## config.mk

```make
export PLATFORM = sky130hd
export DESIGN_NAME = fifo_prog
export DESIGN_NICKNAME = d
export VERILOG_FILES = /design/src/rtl/fifo_pkg.sv /design/src/rtl/fifo_mem.sv /design/src/rtl/fifo_prog.sv
export SDC_FILE = /design/constraint.sdc
export NUM_CORES = 1
export LEC_CHECK = 0
export CAP_MARGIN = 20
export CELL_PAD_IN_SITES_DETAIL_PLACEMENT = 0
export CELL_PAD_IN_SITES_GLOBAL_PLACEMENT = 1
export CORE_MARGIN = 10
export CORE_UTILIZATION = 39
export DETAILED_ROUTE_END_ITERATION = 16
export GPL_ROUTABILITY_DRIVEN = 0
export PLACE_DENSITY_LB_ADDON = 0.25
export SKIP_LAST_GASP = 1
export SLEW_MARGIN = 20
export SYNTH_ARGS = -nofsm -noshare
export SYNTH_HDL_FRONTEND = slang
export SYNTH_SLANG_ARGS = --single-unit
```

## constraint.sdc

```tcl
create_clock -name clk -period 3.1 [get_ports clk]
set_clock_uncertainty 0.1 [all_clocks]
set_input_delay 0.93 -clock clk [delete_from_list [all_inputs] [get_ports clk]]
set_output_delay 0.93 -clock clk [all_outputs]
set_load 0.01 [all_outputs]
```

## src/rtl/fifo_pkg.sv

```systemverilog
// Shared types for the programmable FIFO: read-mode selection.
package fifo_pkg;

    typedef enum logic {
        FIFO_STD  = 1'b0,
        FIFO_FWFT = 1'b1
    } fifo_mode_e;

endpackage

```

## src/rtl/fifo_mem.sv

```systemverilog
// FIFO storage array: one synchronous write port, one asynchronous read port.
// The array is never reset; occupancy tracking lives in the controller.
module fifo_mem #(
    parameter  int WIDTH  = 16,
    parameter  int DEPTH  = 8,
    localparam int ADDR_W = $clog2(DEPTH)
) (
    input  logic              clk,
    input  logic              wr_en,
    input  logic [ADDR_W-1:0] wr_addr,
    input  logic [WIDTH-1:0]  wr_data,
    input  logic [ADDR_W-1:0] rd_addr,
    output logic [WIDTH-1:0]  rd_data
);

    logic [WIDTH-1:0] mem [DEPTH];

    // Store the incoming word on an accepted write.
    always_ff @(posedge clk) begin
        if (wr_en) begin
            mem[wr_addr] <= wr_data;
        end
    end

    assign rd_data = mem[rd_addr];

endmodule

```

## src/rtl/fifo_prog.sv

```systemverilog
// Programmable-threshold synchronous FIFO with standard or first-word
// fall-through read mode. Pointers wrap by explicit compare so any depth
// from 2 upward works, not just powers of two.
module fifo_prog
    import fifo_pkg::*;
#(
    parameter  int         FIFO_WIDTH = 16,
    parameter  int         FIFO_DEPTH = 8,
    parameter  fifo_mode_e MODE       = FIFO_STD,
    localparam int         CNT_W      = $clog2(FIFO_DEPTH + 1)
) (
    input  logic                  clk,
    input  logic                  rst_n,
    input  logic                  flush,
    input  logic [FIFO_WIDTH-1:0] data_in,
    input  logic                  wr_en,
    input  logic                  rd_en,
    input  logic [CNT_W-1:0]      af_level,
    input  logic [CNT_W-1:0]      ae_level,
    output logic [FIFO_WIDTH-1:0] data_out,
    output logic                  wr_ack,
    output logic                  overflow,
    output logic                  underflow,
    output logic                  full,
    output logic                  empty,
    output logic                  almostfull,
    output logic                  almostempty,
    output logic [CNT_W-1:0]      count
);

    localparam int PTR_W = $clog2(FIFO_DEPTH);
    localparam logic [PTR_W-1:0] LAST_PTR  = PTR_W'(FIFO_DEPTH - 1);
    localparam logic [CNT_W-1:0] FULL_CNT  = CNT_W'(FIFO_DEPTH);

    logic [PTR_W-1:0]      wr_ptr;
    logic [PTR_W-1:0]      rd_ptr;
    logic [PTR_W-1:0]      wr_ptr_next;
    logic [PTR_W-1:0]      rd_ptr_next;
    logic                  wr_accept;
    logic                  rd_accept;
    logic [FIFO_WIDTH-1:0] rd_data;
    logic [FIFO_WIDTH-1:0] data_q;

    // Status flags derive purely from occupancy and the threshold inputs.
    assign full        = (count == FULL_CNT);
    assign empty       = (count == '0);
    assign almostfull  = (count >= af_level);
    assign almostempty = (count <= ae_level);

    // Flush blocks both ports so nothing lands in memory or moves a pointer.
    assign wr_accept = wr_en && !full  && !flush;
    assign rd_accept = rd_en && !empty && !flush;

    assign wr_ptr_next = (wr_ptr == LAST_PTR) ? '0 : wr_ptr + 1'b1;
    assign rd_ptr_next = (rd_ptr == LAST_PTR) ? '0 : rd_ptr + 1'b1;

    fifo_mem #(
        .WIDTH (FIFO_WIDTH),
        .DEPTH (FIFO_DEPTH)
    ) u_mem (
        .clk     (clk),
        .wr_en   (wr_accept),
        .wr_addr (wr_ptr),
        .wr_data (data_in),
        .rd_addr (rd_ptr),
        .rd_data (rd_data)
    );

    // Pointer, occupancy and one-cycle handshake pulse bookkeeping.
    always_ff @(posedge clk or negedge rst_n) begin
        if (!rst_n) begin
            wr_ptr    <= '0;
            rd_ptr    <= '0;
            count     <= '0;
            wr_ack    <= 1'b0;
            overflow  <= 1'b0;
            underflow <= 1'b0;
        end else if (flush) begin
            wr_ptr    <= '0;
            rd_ptr    <= '0;
            count     <= '0;
            wr_ack    <= 1'b0;
            overflow  <= 1'b0;
            underflow <= 1'b0;
        end else begin
            wr_ack    <= wr_accept;
            overflow  <= wr_en && full;
            underflow <= rd_en && empty;
            if (wr_accept) begin
                wr_ptr <= wr_ptr_next;
            end
            if (rd_accept) begin
                rd_ptr <= rd_ptr_next;
            end
            case ({wr_accept, rd_accept})
                2'b10:   count <= count + 1'b1;
                2'b01:   count <= count - 1'b1;
                default: count <= count;
            endcase
        end
    end

    // Output word register: in standard mode it is the read result; in
    // fall-through mode it remembers the last visible head so data_out
    // holds steady once the FIFO drains or is flushed.
    always_ff @(posedge clk or negedge rst_n) begin
        if (!rst_n) begin
            data_q <= '0;
        end else if (rd_accept) begin
            data_q <= rd_data;
        end else if (MODE == FIFO_FWFT && flush && !empty) begin
            data_q <= rd_data;
        end
    end

    assign data_out = (MODE == FIFO_FWFT && !empty) ? rd_data : data_q;

endmodule

```

==> run metrics <==
largest family of logic cells by synthesized area=multiplexers; DRC violations left=0; Leak=between 2 and 3 nW; first-pass GRT wire length=21.0 mm; DP Area=0.00739 mm^2; sequential power share=around 43%; critical path data required time=slightly above 2000 ps; Synth cell types=34; remaining antenna violation count=0; Clk Latency, worst-skew pair=between 400 and 500 ps; Critical Path Stages=7; Hold Path Class=register to register; Hold Fails Final Rpt=0; RSZ-0062 raised after global routing=true; Die ar.=0.0218 mm^2; mapped cell area=between 0.006 and 0.007 mm^2; # clock sinks=about 160; Synth Area in Simple Gates=between 5 and 6%; Initial Util=40.0%; Buf+Inv Stages, Crit Path=3; area grow syn2layout=25.6%; total track usage=about an eighth; fill count=~1300; critical path fanouts, max=1; complex-gate fraction of the synthesized area=~3.7%; DP HPWL=between 8 and 9 mm; layout cells sized above 1=26.1%; final-stage net count=roughly 490; Max stage delay on crit path=280 ps; Root Buffer=clkbuf_16; mux cell area share after synthesis=14.3%; Post-synth EDFFs=128; first-iteration detailed-routing DRC count=between 150 and 200; worst path arrival time=approximately 2000 ps; Power, Total=between 6 and 7 mW; Pins Over Slew Limit=0; Syn. warnings=0; outcome=complete, no violations; initial antenna violation count=0; post-synthesis area per instance=approximately 18 um^2; R2R cell count=8; worst-margin pin slew=877 ps; placed cells=approximately 640; die width=between 100 and 150 um; routed vias=3403; # setup viols final=0; Tcrit/Tclk final=a little over nine tenths; H-tree levels=4; combinational share of power=roughly a quarter; clock share of power=between 30 and 40%; Max Cap Viol=0; utilization after layout=50.2%; maximum clock rate=between 300 and 400 MHz; die height=around 150 um; clock slew at the register clock pins of the worst setup and hold paths=60 ps; drt wl/cell=between 15 and 20 um; routed vias/inst=roughly 5.0; CP top delay family=compound AO/OA/AOI/OAI gates; Startpoint Class=input pin; TritonRoute pass-1 iters=4; gr ovfl total=0; vias in the first global route=3710; Reg-to-Reg End=count[2]; crit path launch=af_level[1]; crit path capture=almostfull; minimum clock period=between 3000 and 4000 ps; Top cell by count, worst path=a21o_1; largest net degree at the start of global routing=35; switch share=a little over a quarter; ys flop type=edfxtp_1; Std-Cell Rows=46; VDD IR max=~420 uV; reg2reg start=count[1]; Post-Synth Adder-Cell Area=about 2.7%; CP max stage cell=ha_1; # diodes=0; Longest Clk Path Bufs=2; Post-Synth XOR/XNOR Area=less than 1%; relative slew slack=about 42%; Crit Path Class=input pin to output pin; num ports=56; CORE AREA=between 0.015 and 0.02 mm^2; critical-path cell list=clkdlybuf4s15_1 > inv_1 > ha_1 > a21o_1 > a21o_1 > a21o_1 > buf_6; Synth Net Count=~400; fin cells=slightly below 700; PD cells=approximately 780 mW/mm^2; CTS buffer count=17; CTS tree=yes; fin area=around 0.0080 mm^2; Setup crit end kind=output pin; post-synthesis register bit count=157; Int Pwr=roughly 4.6 mW; reg2reg setup slack=between 200 and 250 ps; switching pwr=around 1.7 mW; register area share after synthesis=just over 70%; final WL=roughly 13 mm; I/O Buffers=55; Post-Synthesis Cells=roughly 360; async set-reset flop share out of synthesis=between 10% and 20%
==> through the flow <==
| step | setup WS, ps | TNS [ps] | hold slack (ps) |
|---|---|---|---|
| final | 50.1 | 0 | 421 |
| after floorplan | 127 | 0 | 444 |
| after global routing | -10.0 | -10.0 | 460 |
| after global placement | -785 | -1430 | 409 |
| after CTS | -213 | -213 | 428 |
| after detailed placement | -804 | -1460 | 415 |
==> cell families after synthesis <==
group / Yosys count
compound gates: 37
xor+xnor: 2
fa+ha+maj: 14
buf+inv: 30
flops: 157
mux: 51
simple gates: 68
==> synthesized netlist by cell type, types with 2 or more instances <==
| master | number | area, um^2 |
|---|---|---|
| edfxtp_1 | 128 | 3840 |
| o21ai_0 | 4 | 20.0 |
| ha_1 | 14 | 175 |
| dfrtp_1 | 29 | 726 |
| inv_1 | 10 | 37.5 |
| nor2_1 | 31 | 116 |
| clkbuf_1 | 12 | 45.0 |
| buf_2 | 4 | 20.0 |
| mux2i_1 | 19 | 190 |
| or3_1 | 4 | 25.0 |
| a21o_1 | 3 | 22.5 |
| nand2_1 | 10 | 37.5 |
| nand4_1 | 3 | 18.8 |
| o21a_1 | 2 | 15.0 |
| nand3_1 | 5 | 25.0 |
| a21oi_1 | 24 | 120 |
| nor3_1 | 3 | 15.0 |
| mux4_2 | 32 | 721 |
| buf_6 | 2 | 22.5 |
| nand2b_1 | 6 | 37.5 |
==> worst min path at each step <==
stage | startpoint | cells past startpoint | end | slack, ps
after global placement | data_out[13] | 2 | data_out[13] | 410
after floorplan | wr_ptr[0] | 2 | wr_ptr[0] | 440
after detailed placement | data_out[15] | 2 | data_out[15] | 420
final | data_out[15] | 2 | data_out[15] | 420
after global routing | data_out[0] | 2 | data_out[0] | 460
after CTS | data_out[15] | 2 | data_out[15] | 430
==> cell usage in the layout, fill, tap and decap left out, types with 6 or more instances in the layout <==
cell,n
mux4_2,32
mux2i_1,19
edfxtp_1,128
ha_1,9
clkbuf_16,17
clkinv_2,6
clkdlybuf4s50_1,45
nor2_1,30
inv_1,8
dfrtp_1,25
a21oi_1,24
buf_4,32
nand2_1,10
==> layout make-up <==
type / instances / area (um^2) / area share [%]
Sequential cell: 157 / 4570 / 57.2
Tap cell: 216 / 270 / 3.38
Multi-Input combinational cell: 172 / 1740 / 21.8
Inverter: 11 / 41.3 / 0.516
Clock inverter: 14 / 126 / 1.58
Clock buffer: 17 / 425 / 5.32
Timing Repair Buffer: 89 / 818 / 10.2
==> worst register-to-register path: stages, from the launching register on <==
cell and delay, ps:
dfrtp_2 470, buf_4 190, or4b_4 520, buf_4 180, a2111oi_4 460, ha_1 350, or3_1 350, nand3_1 90
a21oi_1 60
==> state kept, by name, summed over array words and instances (netlist names) <==
register and cells:
u_mem.mem 128, data_out 16, count 4, rd_ptr 3, wr_ptr 3, overflow 1, underflow 1, wr_ack 1
==> layer usage <==
layer	GRT usage [%]	share of wire (%)
met1	15.6	45
met5	0	0
met3	3.21	3.6
met4	4.76	1.3
met2	21.0	51
==> power by group through the flow <==
stage | logic, mW | clock network [mW] | registers [mW]
2_1_floorplan | 0.957 | 0 | 2.68
3_3_place_gp | 1.60 | 0 | 2.72
3_5_place_dp | 1.63 | 0 | 2.72
4_1_cts | 1.64 | 1.99 | 2.69
5_1_grt | 1.81 | 2.07 | 2.73
6_report | 1.63 | 1.94 | 2.69
==> timing repair <==
item,in CTS,in global routing
resized for setup,21,14
setup buffers,1,0
hold endpoints to repair,0,0
hold buffers,0,0
endpoints found under the setup margin,4,2
pin swaps,10,10
(Power assumes the default switching activity.)
